**config.mk**
```make
export PLATFORM = sky130hd
export DESIGN_NAME = img_frame_sequencer
export DESIGN_NICKNAME = d
export VERILOG_FILES = /design/src/rtl/img_seq_pkg.sv /design/src/rtl/img_seq_addr_gen.sv /design/src/rtl/img_frame_sequencer.sv
export SDC_FILE = /design/constraint.sdc
export NUM_CORES = 1
export LEC_CHECK = 0
export CORE_ASPECT_RATIO = 1.4
export CORE_UTILIZATION = 54
export CTS_BUF_LIST = sky130_fd_sc_hd__clkbuf_2
export CTS_CLUSTER_DIAMETER = 120
export DETAILED_ROUTE_END_ITERATION = 8
export PLACE_DENSITY = 0.79
export SLEW_MARGIN = 10
export SYNTH_ARGS = -nofsm -noshare
export SYNTH_HDL_FRONTEND = slang
export SYNTH_SLANG_ARGS = --single-unit
export TNS_END_PERCENT = 5
```
**constraint.sdc**
```tcl
create_clock -name clk -period 3.2 [get_ports clk]
set_clock_uncertainty 0.2 [all_clocks]
set_input_delay 0.48 -clock clk [delete_from_list [all_inputs] [get_ports clk]]
set_output_delay 0.48 -clock clk [all_outputs]
set_load 0.005 [all_outputs]
```
**src/rtl/img_seq_pkg.sv**
```systemverilog
// Shared types and helpers for the image frame sequencer: state encoding,
// default widths and the BMP row-stride helper.
package img_seq_pkg;

    localparam int DEF_ADDR_W = 32;
    localparam int DEF_CNT_W  = 12;

    typedef enum logic [2:0] {
        ST_IDLE,
        ST_VS,
        ST_VBP,
        ST_LINE,
        ST_HBL,
        ST_VFP
    } seq_state_t;

    // Bytes per stored row: 3 bytes per pixel, padded up to a multiple of 4.
    function automatic logic [31:0] calc_stride(input logic [31:0] width);
        return (width * 32'd3 + 32'd3) & ~32'd3;
    endfunction

endpackage

```
**src/rtl/img_seq_addr_gen.sv**
```systemverilog
// Pixel-store address generator: owns stride, row_base and col, and drives a
// registered pix_addr that is non-zero only while a line is being emitted.
// Optional SEQ_BOTTOM_UP_EN walks a bottom-up BMP store in raster order.
module img_seq_addr_gen
    import img_seq_pkg::*;
#(
    parameter int ADDR_W = DEF_ADDR_W,
    parameter int CNT_W  = DEF_CNT_W
) (
    input  logic              clk,
    input  logic              rst_n,
    input  logic              load,
    input  logic [ADDR_W-1:0] base_addr,
    input  logic [CNT_W-1:0]  img_width,
`ifdef SEQ_BOTTOM_UP_EN
    input  logic [CNT_W-1:0]  img_height,
`endif
    input  logic              line_start,
    input  logic              next_pix,
    input  logic              next_line,
    input  logic              reload,
    output logic [ADDR_W-1:0] pix_addr,
    output logic [CNT_W-1:0]  col
);

    logic [ADDR_W-1:0] stride_c;
    logic [ADDR_W-1:0] first_c;
    logic [ADDR_W-1:0] stride_q;
    logic [ADDR_W-1:0] first_row_q;
    logic [ADDR_W-1:0] row_base_q;

    assign stride_c = ADDR_W'(calc_stride(32'(img_width)));

`ifdef SEQ_BOTTOM_UP_EN
    assign first_c = base_addr + (ADDR_W'(img_height) - ADDR_W'(1)) * stride_c;
`else
    assign first_c = base_addr;
`endif

    always_ff @(posedge clk or negedge rst_n) begin
        if (!rst_n) begin
            stride_q    <= '0;
            first_row_q <= '0;
            row_base_q  <= '0;
            pix_addr    <= '0;
            col         <= '0;
        end else begin
            if (load) begin
                stride_q    <= stride_c;
                first_row_q <= first_c;
                row_base_q  <= first_c;
            end else if (reload) begin
                row_base_q <= first_row_q;
            end else if (next_line) begin
`ifdef SEQ_BOTTOM_UP_EN
                row_base_q <= row_base_q - stride_q;
`else
                row_base_q <= row_base_q + stride_q;
`endif
            end

            // Incrementing by 3 keeps pix_addr == row_base + 3*col without a multiplier.
            if (line_start) begin
                pix_addr <= row_base_q;
                col      <= '0;
            end else if (next_pix) begin
                pix_addr <= pix_addr + ADDR_W'(3);
                col      <= col + CNT_W'(1);
            end else begin
                pix_addr <= '0;
                col      <= '0;
            end
        end
    end

endmodule

```
**src/rtl/img_frame_sequencer.sv**
```systemverilog
// Frame sequencer: emits vsync/href timing and BMP pixel addresses for a
// programmed run of frames, with start/busy/done handshake and abort.
// Build option SEQ_BOTTOM_UP_EN selects bottom-up row order.
module img_frame_sequencer
    import img_seq_pkg::*;
#(
    parameter int ADDR_W    = DEF_ADDR_W,
    parameter int CNT_W     = DEF_CNT_W,
    parameter int VSYNC_LEN = 4,
    parameter int V_BACK    = 8,
    parameter int H_BLANK   = 16,
    parameter int V_FRONT   = 8
) (
    input  logic              clk,
    input  logic              rst_n,
    input  logic              start,
    input  logic              abort,
    input  logic [3:0]        frames,
    input  logic [CNT_W-1:0]  img_width,
    input  logic [CNT_W-1:0]  img_height,
    input  logic [ADDR_W-1:0] base_addr,
    output logic              busy,
    output logic              done,
    output logic              vsync,
    output logic              href,
    output logic [ADDR_W-1:0] pix_addr,
    output logic [3:0]        frame_idx
);

    localparam int PH_W = 16;

    seq_state_t       state;
    logic [PH_W-1:0]  cnt;
    logic [CNT_W-1:0] row;
    logic [CNT_W-1:0] col;
    logic [CNT_W-1:0] width_q;
    logic [CNT_W-1:0] height_q;
    logic [3:0]       frames_q;

    logic zero_cfg, vs_end, vbp_end, hbl_end, vfp_end;
    logic line_end, last_line, last_frame;
    logic load, line_start, next_pix, next_line, reload;

    assign zero_cfg   = (frames == 4'd0) || (img_width == '0) || (img_height == '0);
    assign vs_end     = (cnt == PH_W'(VSYNC_LEN - 1));
    assign vbp_end    = (cnt == PH_W'(V_BACK - 1));
    assign hbl_end    = (cnt == PH_W'(H_BLANK - 1));
    assign vfp_end    = (cnt == PH_W'(V_FRONT - 1));
    assign line_end   = (col == width_q - CNT_W'(1));
    assign last_line  = (row == height_q - CNT_W'(1));
    assign last_frame = (frame_idx == frames_q - 4'd1);

    // Address strobes mirror the transitions taken by the FSM below; abort suppresses them.
    always_comb begin
        load       = 1'b0;
        line_start = 1'b0;
        next_pix   = 1'b0;
        next_line  = 1'b0;
        reload     = 1'b0;
        if (state == ST_IDLE) begin
            load = start && !zero_cfg;
        end else if (!abort) begin
            case (state)
                ST_VBP:  line_start = vbp_end;
                ST_LINE: begin
                    next_pix  = !line_end;
                    next_line = line_end && !last_line;
                end
                ST_HBL:  line_start = hbl_end;
                ST_VFP:  reload = vfp_end && !last_frame;
                default: ;
            endcase
        end
    end

    always_ff @(posedge clk or negedge rst_n) begin
        if (!rst_n) begin
            state     <= ST_IDLE;
            cnt       <= '0;
            row       <= '0;
            width_q   <= '0;
            height_q  <= '0;
            frames_q  <= '0;
            busy      <= 1'b0;
            done      <= 1'b0;
            vsync     <= 1'b0;
            href      <= 1'b0;
            frame_idx <= '0;
        end else begin
            done <= 1'b0;
            if (state != ST_IDLE && abort) begin
                state     <= ST_IDLE;
                cnt       <= '0;
                row       <= '0;
                busy      <= 1'b0;
                vsync     <= 1'b0;
                href      <= 1'b0;
                frame_idx <= '0;
            end else begin
                case (state)
                    ST_IDLE: if (start) begin
                        if (zero_cfg) begin
                            done <= 1'b1;
                        end else begin
                            frames_q  <= frames;
                            width_q   <= img_width;
                            height_q  <= img_height;
                            busy      <= 1'b1;
                            vsync     <= 1'b1;
                            cnt       <= '0;
                            row       <= '0;
                            frame_idx <= '0;
                            state     <= ST_VS;
                        end
                    end
                    ST_VS: if (vs_end) begin
                        vsync <= 1'b0;
                        cnt   <= '0;
                        state <= ST_VBP;
                    end else begin
                        cnt <= cnt + PH_W'(1);
                    end
                    ST_VBP: if (vbp_end) begin
                        href  <= 1'b1;
                        cnt   <= '0;
                        state <= ST_LINE;
                    end else begin
                        cnt <= cnt + PH_W'(1);
                    end
                    ST_LINE: if (line_end) begin
                        href <= 1'b0;
                        cnt  <= '0;
                        if (last_line) begin
                            state <= ST_VFP;
                        end else begin
                            row   <= row + CNT_W'(1);
                            state <= ST_HBL;
                        end
                    end
                    ST_HBL: if (hbl_end) begin
                        href  <= 1'b1;
                        cnt   <= '0;
                        state <= ST_LINE;
                    end else begin
                        cnt <= cnt + PH_W'(1);
                    end
                    ST_VFP: if (vfp_end) begin
                        cnt <= '0;
                        row <= '0;
                        if (last_frame) begin
                            done      <= 1'b1;
                            busy      <= 1'b0;
                            frame_idx <= '0;
                            state     <= ST_IDLE;
                        end else begin
                            frame_idx <= frame_idx + 4'd1;
                            vsync     <= 1'b1;
                            state     <= ST_VS;
                        end
                    end else begin
                        cnt <= cnt + PH_W'(1);
                    end
                    default: state <= ST_IDLE;
                endcase
            end
        end
    end

    img_seq_addr_gen #(
        .ADDR_W(ADDR_W),
        .CNT_W (CNT_W)
    ) u_addr_gen (
        .clk       (clk),
        .rst_n     (rst_n),
        .load      (load),
        .base_addr (base_addr),
        .img_width (img_width),
`ifdef SEQ_BOTTOM_UP_EN
        .img_height(img_height),
`endif
        .line_start(line_start),
        .next_pix  (next_pix),
        .next_line (next_line),
        .reload    (reload),
        .pix_addr  (pix_addr),
        .col       (col)
    );

endmodule

```
==> results of run 1 <==
## synth_stat cells, types with 29 or more instances
cell type | count | area (µm²)
inv_1 | 39 | 146
nand3_1 | 44 | 220
and3_1 | 29 | 181
xnor2_1 | 34 | 298
nor2_1 | 76 | 285
clkbuf_1 | 42 | 158
dfrtp_1 | 187 | 4680
xor2_1 | 58 | 508
nand2_1 | 281 | 1050
ha_1 | 47 | 588
o21ai_0 | 153 | 766
a21oi_1 | 62 | 310
## power groups by stage
| stage | clock network [mW] | registers (mW) | logic, mW |
|---|---|---|---|
| 2_1_floorplan | 0 | 3.46 | 2.87 |
| 3_3_place_gp | 0 | 3.56 | 4.22 |
| 3_5_place_dp | 0 | 3.59 | 4.36 |
| 4_1_cts | 1.34 | 3.54 | 4.66 |
| 5_1_grt | 1.42 | 3.65 | 5.44 |
| 6_report | 1.32 | 3.57 | 4.91 |
## tightest hold or removal path: stages
cell and delay, ns:
clkdlybuf4s50_1 0.42, nand2_1 0.06, nand2_1 0.04
## worst paths after layout
| check | startpoint | end | cells after the start |
|---|---|---|---|
| max | width_q[2] | u_addr_gen.row_base_q[27] | 10 |
| min in group asynchronous | rst_n | height_q[1] | 2 |
| max reg2reg | width_q[2] | u_addr_gen.row_base_q[27] | 10 |
| max in group asynchronous | rst_n | cnt[2] | 3 |
| min | img_height[4] | height_q[4] | 3 |
| min reg2reg | u_addr_gen.first_row_q[27] | u_addr_gen.first_row_q[27] | 2 |
## per-stage QoR
stage          cells  utilization (%)  cell area, µm²  setup WS [ns]  hold slack (ns)
4_1_cts         1783             68.7           13800       -0.00488          0.00277
5_1_grt         1786             69.8           14000         -0.209          0.00259
6_report        1786             69.8           14000        -0.0562           0.0422
2_1_floorplan   1322                -           11200         0.0750          -0.0156
3_3_place_gp    1730             65.8           13200        -0.0234            0.253
3_5_place_dp    1730             65.8           13200         -0.108            0.262
## cell families after synthesis
group	after synthesis	synth area share, %
compound gates	344	18.8
fa+ha+maj	49	5.53
mux	8	0.772
xor+xnor	92	7.21
simple gates	545	22.4
flops	187	41.9
buf+inv	97	3.43
## what timing repair did
action	4_1_cts	5_1_grt
pin swaps	11	22
resized for setup	31	87
endpoints found under the hold margin	197	0
cloned	1	1
endpoints found under the setup margin	61	108
hold buffers	11	0
buffers inserted	12	1
## final cells by class
type                            instances  area share, %
Antenna cell                            1         0.0179
Clock buffer                           19          0.679
Clock inverter                         11           1.22
Inverter                               39           1.04
Multi-Input combinational cell       1038           45.6
Sequential cell                       187           33.4
Tap cell                              252           2.25
Timing Repair Buffer                  239           15.8
## per-layer routing
metal	part of all wire (%)	GRT usage, %
met4	3.7	12.1
met3	4.8	4.25
met5	0	0
met2	52	52.1
met1	40	35.4
## registers in the layout, indices dropped and copies added (netlist names), 12 cells and up
signal / cells
u_addr_gen.first_row_q: 32
cnt: 16
width_q: 12
height_q: 12
row: 12
u_addr_gen.pix_addr: 32
u_addr_gen.stride_q: 12
u_addr_gen.row_base_q: 32
u_addr_gen.col: 12
==> impl_results.html, run 1 <==
<table>
<tr><th>Metric</th><th>Value</th></tr>
<tr><th colspan="2">Synthesis</th></tr>
<tr><td>Net count of the mapped netlist</td><td>1434</td></tr>
<tr><td>Top FF cell, synth</td><td>dfrtp_1</td></tr>
<tr><td>Ys Warns</td><td>0</td></tr>
<tr><td>Seq cells post-synth</td><td>187</td></tr>
<tr><td>Number of enable-type register cells in the synthesized netlist</td><td>0</td></tr>
<tr><td>Share of async-settable or async-resettable flops after synthesis</td><td>100%</td></tr>
<tr><td>Cell count after synthesis</td><td>1322</td></tr>
<tr><td>Number of distinct library cells after synthesis</td><td>74</td></tr>
<tr><td>Summed instance area of the synthesized netlist</td><td>11200 µm²</td></tr>
<tr><td>Mean Syn Cell Area</td><td>roughly 8.5 µm²</td></tr>
<tr><td>Sequential area share after synthesis</td><td>41.9%</td></tr>
<tr><th colspan="2">Setup path</th></tr>
<tr><td>Arrival time at the worst endpoint</td><td>3.69 ns</td></tr>
<tr><td>Type of element capturing the critical path</td><td>flip-flop</td></tr>
<tr><td>Slowest stage cell on the critical path</td><td>dfrtp_1</td></tr>
<tr><td>Worst Path Buf+Inv</td><td>2</td></tr>
<tr><td>Critical Setup Path Class</td><td>reg2reg</td></tr>
<tr><td>Worst setup SP type</td><td>flip-flop</td></tr>
<tr><td>Setup slack on the worst flop-to-flop path</td><td>-0.06 ns</td></tr>
<tr><td>Dominant delay contributor by cell family on the critical path</td><td>simple AND/OR/NAND/NOR gates</td></tr>
<tr><td>Maximum fanout along the worst path</td><td>6</td></tr>
<tr><td>Crit path cell chain</td><td>buf_6 -&gt; or3_4 -&gt; or3_4 -&gt; a2111oi_4 -&gt; nand3_2 -&gt; a2111oi_4 -&gt; nand2_2 -&gt; buf_4 -&gt; o31ai_1 -&gt; a21oi_1</td></tr>
<tr><td>Worst stage delay on the critical path</td><td>around 0.46 ns</td></tr>
<tr><td>CP required</td><td>3.64 ns</td></tr>
<tr><th colspan="2">Clock network</th></tr>
<tr><td>CTS tree</td><td>yes</td></tr>
<tr><td># H-tree levels</td><td>4</td></tr>
<tr><td>Max clock buf depth</td><td>2</td></tr>
<tr><td>CTS sink cnt</td><td>187</td></tr>
<tr><td>Clock transition at the register clock pins on the worst setup and hold paths after CTS</td><td>approximately 0.24 ns</td></tr>
<tr><td>Clock Root Buffer</td><td>clkbuf_2</td></tr>
<tr><td>Clock latency on the worst-skew pair</td><td>slightly below 0.8 ns</td></tr>
<tr><td>Number of buffers added by the clock tree synthesis step</td><td>17</td></tr>
<tr><th colspan="2">Global routing</th></tr>
<tr><td>Remaining global-route overflow</td><td>0</td></tr>
<tr><td>Global-route wire length before repair</td><td>around 49 mm</td></tr>
<tr><td>Aggregate global-route resource usage</td><td>29.4%</td></tr>
<tr><td>Vias in the first global route</td><td>around 10000</td></tr>
<tr><td>Pin count of the biggest net entering global routing</td><td>69</td></tr>
<tr><td>Number of antenna violations at the first check in global routing</td><td>1</td></tr>
<tr><th colspan="2">Floorplanning</th></tr>
<tr><td>Vert. Die Dim</td><td>approximately 170 µm</td></tr>
<tr><td>Starting Density</td><td>55.7%</td></tr>
<tr><td>Total Die Area</td><td>21300 µm²</td></tr>
<tr><td>Core area</td><td>20100 µm²</td></tr>
<tr><td>Top-Level Pins</td><td>104</td></tr>
<tr><td># rows</td><td>between 60 and 70</td></tr>
<tr><td>Die Width</td><td>between 100 and 150 µm</td></tr>
<tr><th colspan="2">Pwr</th></tr>
<tr><td>Logic gate share of total power</td><td>between 50% and 60%</td></tr>
<tr><td>Net switching power of the design</td><td>between 4 and 5 mW</td></tr>
<tr><td>Clk pwr share</td><td>13.5%</td></tr>
<tr><td>Pwr Density</td><td>700 nW/µm²</td></tr>
<tr><td>Largest voltage drop on the vdd net</td><td>0.502 mV</td></tr>
<tr><td>Leakage power</td><td>6.23 nW</td></tr>
<tr><td>Register share of total power</td><td>36.4%</td></tr>
<tr><td>Fraction of power spent switching nets</td><td>40.9%</td></tr>
<tr><td>Total internal power</td><td>5.80 mW</td></tr>
<tr><td>Final total power</td><td>9.81 mW</td></tr>
<tr><th colspan="2">Timing</th></tr>
<tr><td>Final Cycle Share</td><td>102%</td></tr>
<tr><td>Final worst setup slack</td><td>-0.0562 ns</td></tr>
<tr><td>Post-layout min period</td><td>~3.3 ns</td></tr>
<tr><td>Final Hold Viols</td><td>0</td></tr>
<tr><td>Final setup fails</td><td>8</td></tr>
<tr><td>Slew at the pin closest to its max-slew limit</td><td>between 0.6 and 0.7 ns</td></tr>
<tr><td>Final max-slew violation count</td><td>0</td></tr>
<tr><td>Unrepaired setup endpoints after global routing</td><td>yes</td></tr>
<tr><td>Worst slew margin</td><td>55.0%</td></tr>
<tr><td>Achievable Freq</td><td>307 MHz</td></tr>
<tr><td>Sum of negative setup slack</td><td>-0.221 ns</td></tr>
<tr><th colspan="2">Finish</th></tr>
<tr><td>Final net count</td><td>1634</td></tr>
<tr><td>Layout-stage area growth over the synthesis result</td><td>25.4%</td></tr>
<tr><td>Number of fillers in the final layout</td><td>1575</td></tr>
<tr><td>Multi-input gate area in the final layout</td><td>6400 µm²</td></tr>
<tr><td>Commonest cells after routing, fill and taps aside</td><td>nand2_1, dfrtp_1, o21ai_0</td></tr>
<tr><td>Layout cells sized above 1</td><td>between 10 and 15%</td></tr>
<tr><td>Most common cell after layout, fill and taps aside</td><td>nand2_1</td></tr>
<tr><td>Sequential cell area</td><td>4680 µm²</td></tr>
<tr><th colspan="2">Placement</th></tr>
<tr><td>HPWL after detailed placement</td><td>22.1 mm</td></tr>
<tr><td>Buffers added on ports</td><td>103</td></tr>
<tr><td>Final GP Congestion</td><td>0.906</td></tr>
<tr><th colspan="2">Drt</th></tr>
<tr><td>Routed wire length per instance</td><td>16.8 µm</td></tr>
<tr><td>Final antenna-violating net count</td><td>0</td></tr>
<tr><td>Routed WL</td><td>between 20 and 30 mm</td></tr>
<tr><td>Mean number of vias per cell</td><td>roughly 5.9</td></tr>
<tr><td>Detailed-route DRC error count</td><td>0</td></tr>
<tr><td>Via Count</td><td>10492</td></tr>
<tr><td>DR iter-0 viols</td><td>1089</td></tr>
<tr><td>Detailed Routing Iterations Pass 1</td><td>6</td></tr>
<tr><th colspan="2">Outcome</th></tr>
<tr><td>Run status</td><td>finished, violations left</td></tr>
<tr><td>Violations in the final reports</td><td>setup timing</td></tr>
<tr><th colspan="2">Job</th></tr>
<tr><td>Max capacitance violation total</td><td>0</td></tr>
<tr><th colspan="2">Min path</th></tr>
<tr><td>HP Class</td><td>in2reg</td></tr>
</table>
Note: power is estimated with default switching activity, not from simulation.
==> inputs of run 2 (changes only) <==
- CORE_MARGIN: not set -> 1.5
==> run 2 against run 1 <==
Net effect:
- the run still ends with setup timing left
- critical endpoint is now u_addr_gen.row_base_q[28]
- critical path depth is 3 higher
- sequential power hardly changed
- utilization is 1.3 points lower
- die area is 1.4% higher
==> impl_results.html, run 2 (same netlist as run 1, synthesis figures left out) <==
<table>
<tr><th>Metric</th><th>Value</th></tr>
<tr><th colspan="2">Floorplanning</th></tr>
<tr><td>Total Die Area</td><td>21600 µm² (+1.4%)</td></tr>
<tr><td>Core area</td><td>20400 µm² (+1.6%)</td></tr>
<tr><td>Top-Level Pins</td><td>104 (unchanged)</td></tr>
<tr><td>Die Width</td><td>125 µm (+0.81%)</td></tr>
<tr><td>Vert. Die Dim</td><td>173 µm (+0.58%)</td></tr>
<tr><td># rows</td><td>62 (+1.6%)</td></tr>
<tr><td>Starting Density</td><td>54.8% (-0.90 points)</td></tr>
<tr><th colspan="2">Pwr</th></tr>
<tr><td>Leakage power</td><td>6.22 nW (-0.24%)</td></tr>
<tr><td>Final total power</td><td>9.71 mW (-0.96%)</td></tr>
<tr><td>Largest voltage drop on the vdd net</td><td>0.370 mV (-26%)</td></tr>
<tr><td>Pwr Density</td><td>695 nW/µm² (-0.75%)</td></tr>
<tr><th colspan="2">Min path</th></tr>
<tr><td>Hold path start</td><td>frames[2]</td></tr>
<tr><td>HP Class</td><td>in2reg</td></tr>
<tr><th colspan="2">Job</th></tr>
<tr><td>Max capacitance violation total</td><td>0 (unchanged)</td></tr>
<tr><th colspan="2">Setup path</th></tr>
<tr><td>Maximum fanout along the worst path</td><td>8 (+2)</td></tr>
<tr><td>CP required</td><td>3.68 ns (+0.04 ns)</td></tr>
<tr><td>Capturing instance or port of the critical path</td><td>u_addr_gen.row_base_q[28]</td></tr>
<tr><td>Worst setup SP type</td><td>flip-flop</td></tr>
<tr><td>Critical Path Start</td><td>height_q[1]</td></tr>
<tr><td>Arrival time at the worst endpoint</td><td>3.75 ns (+0.06 ns)</td></tr>
<tr><td>Reg-to-reg critical path endpoint</td><td>u_addr_gen.row_base_q[28]</td></tr>
<tr><td>Setup slack on the worst flop-to-flop path</td><td>-0.07 ns (-0.02 ns)</td></tr>
<tr><td>Register-to-Register Path Depth</td><td>13 (+3)</td></tr>
<tr><td>Critical Setup Path Class</td><td>reg2reg</td></tr>
<tr><td>Type of element capturing the critical path</td><td>flip-flop</td></tr>
<tr><td>R2r startpoint</td><td>height_q[1]</td></tr>
<tr><th colspan="2">Finish</th></tr>
<tr><td>Largest registers ranked by flip-flop count</td><td>u_addr_gen.first_row_q (32), u_addr_gen.pix_addr (32), u_addr_gen.row_base_q (32)</td></tr>
<tr><td>Final net count</td><td>1623 (-0.67%)</td></tr>
<tr><td>Layout-stage area growth over the synthesis result</td><td>25.1%</td></tr>
<tr><td>Layout cells sized above 1</td><td>14.1% (-0.44 points)</td></tr>
<tr><td>Number of fillers in the final layout</td><td>1620 (+2.9%)</td></tr>
<tr><td>Commonest cells after routing, fill and taps aside</td><td>nand2_1, dfrtp_1, o21ai_0</td></tr>
<tr><td>Most common cell after layout, fill and taps aside</td><td>nand2_1</td></tr>
<tr><th colspan="2">Global routing</th></tr>
<tr><td>Aggregate global-route resource usage</td><td>27.9% (-1.6 points)</td></tr>
<tr><td>Vias in the first global route</td><td>10424 (+2.4%)</td></tr>
<tr><td>Remaining global-route overflow</td><td>0 (unchanged)</td></tr>
<tr><td>Pin count of the biggest net entering global routing</td><td>79 (+14%)</td></tr>
<tr><td>Number of antenna violations at the first check in global routing</td><td>1 (unchanged)</td></tr>
<tr><td>Global-route wire length before repair</td><td>49.7 mm (+1.4%)</td></tr>
<tr><th colspan="2">Outcome</th></tr>
<tr><td>Run status</td><td>finished, violations left</td></tr>
<tr><td>Violations in the final reports</td><td>setup timing</td></tr>
<tr><th colspan="2">Timing</th></tr>
<tr><td>Achievable Freq</td><td>306 MHz (-0.49%)</td></tr>
<tr><td>Final setup fails</td><td>23 (+15)</td></tr>
<tr><td>Final worst setup slack</td><td>-0.0721 ns (-0.0160 ns)</td></tr>
<tr><td>Post-layout min period</td><td>3.27 ns (+0.0160 ns)</td></tr>
<tr><td>Worst hold margin</td><td>0.0345 ns (-0.00769 ns)</td></tr>
<tr><td>Unrepaired setup endpoints after global routing</td><td>yes</td></tr>
<tr><td>Worst slew margin</td><td>55.7% (+0.76 points)</td></tr>
<tr><td>Final Cycle Share</td><td>102% (+0.50 points)</td></tr>
<tr><td>Final Hold Viols</td><td>0 (unchanged)</td></tr>
<tr><td>Final max-slew violation count</td><td>0 (unchanged)</td></tr>
<tr><td>Slew at the pin closest to its max-slew limit</td><td>0.664 ns (-0.00949 ns)</td></tr>
<tr><th colspan="2">Clock network</th></tr>
<tr><td>Clock latency on the worst-skew pair</td><td>0.78 ns (about the same)</td></tr>
<tr><td>CTS tree</td><td>yes</td></tr>
<tr><td>CTS sink cnt</td><td>187 (unchanged)</td></tr>
<tr><td>Number of buffers added by the clock tree synthesis step</td><td>17 (unchanged)</td></tr>
<tr><td># H-tree levels</td><td>4 (unchanged)</td></tr>
<tr><td>Clock Root Buffer</td><td>clkbuf_2</td></tr>
<tr><td>Clock transition at the register clock pins on the worst setup and hold paths after CTS</td><td>0.27 ns (+0.03 ns)</td></tr>
<tr><td>Max clock buf depth</td><td>2 (unchanged)</td></tr>
<tr><th colspan="2">Drt</th></tr>
<tr><td>Detailed Routing Iterations Pass 1</td><td>6 (unchanged)</td></tr>
<tr><td>Mean number of vias per cell</td><td>5.90 (+0.41%)</td></tr>
<tr><td>Final antenna-violating net count</td><td>0 (unchanged)</td></tr>
<tr><td>Detailed-route DRC error count</td><td>0 (unchanged)</td></tr>
<tr><td>Routed wire length per instance</td><td>16.9 µm (+0.90%)</td></tr>
<tr><td>Routed WL</td><td>30.2 mm (+0.61%)</td></tr>
<tr><td>DR iter-0 viols</td><td>772 (-29%)</td></tr>
<tr><td>Via Count</td><td>10506 (+0.13%)</td></tr>
<tr><th colspan="2">Placement</th></tr>
<tr><td>Buffers added on ports</td><td>103 (unchanged)</td></tr>
<tr><td>Final GP Congestion</td><td>0.875 (-3.4%)</td></tr>
<tr><td>HPWL after detailed placement</td><td>21.7 mm (-1.6%)</td></tr>
</table>
run 2: cell types whose count changed in the layout (fill, tap and decap cells not counted), sizes merged:
cell         delta
buf            -12
clkbuf          -1
clkinv          -1
clkinvlp        -1
dlygate4sd3     +1
inv             +5
run 2: timing repair:
action / 4_1_cts / 5_1_grt
endpoints found under the hold margin: 118 / 2
pin swaps: 16 / 15
endpoints found under the setup margin: 97 / 107
gates cloned: 2 / 0
buffers inserted: 5 / 4
gates resized for setup: 34 / 79
hold buffers: 10 / 2
run 2: final cells by class:
class | count | area (µm²) | area share, %
Tap cell | 256 | 320 | 2.29
Timing Repair Buffer | 228 | 2110 | 15.1
Sequential cell | 187 | 4680 | 33.5
Clock buffer | 18 | 90.1 | 0.644
Multi-Input combinational cell | 1038 | 6420 | 45.9
Clock inverter | 14 | 208 | 1.49
Inverter | 39 | 146 | 1.05
Antenna cell | 1 | 2.50 | 0.0179
run 2: through the flow:
step                cell area (µm²)  std cells  setup TNS [ns]  setup WS [ns]  utilization (%)
floorplan                     11200       1322               0         0.0750                -
global placement              13100       1725           -1.19        -0.0808             64.4
detailed placement            13100       1725           -5.62         -0.183             64.4
CTS                           13700       1774          -0.148        -0.0359             67.3
global route                  14000       1781           -7.45         -0.180             68.5
finish                        14000       1781          -0.678        -0.0721             68.5
run 2: metal layers:
metal	track usage, %	up-vias	wire length, µm
li1	-	5026	-
met1	33.5	5102	12300
met2	51.2	303	15800
met3	2.96	75	1100
met4	10.5	0	878
met5	0	-	0
run 2: worst min path at each step:
stage / to / slack [ns] / cells past startpoint
3_5_place_dp: u_addr_gen.first_row_q[30] / 0.26 / 2
4_1_cts: frames_q[2] / 0.0005 / 3
5_1_grt: u_addr_gen.first_row_q[25] / 0.007 / 3
2_1_floorplan: busy / -0.02 / 0
3_3_place_gp: u_addr_gen.first_row_q[0] / 0.25 / 2
6_report: frames_q[2] / 0.03 / 3
run 2: critical path, cell delays in order, from the launching register on:
cell and delay (ns):
dfrtp_1 0.46, inv_2 0.09, ha_4 0.14, or4b_4 0.47, buf_4 0.16, xnor2_2 0.12, or4_4 0.14, nand3_2 0.08
buf_6 0.15, a2111oi_4 0.42, buf_4 0.21, nand2_8 0.09, o41ai_2 0.36, a21oi_1 0.10
run 2: power breakdown:
group	internal [mW]	leakage (nW)	total [mW]	switching, mW
logic	2.17	3.58	4.73	2.56
clock network	0.542	0.175	1.41	0.869
registers	3.00	2.46	3.57	0.577
total	5.71	6.22	9.71	4.01
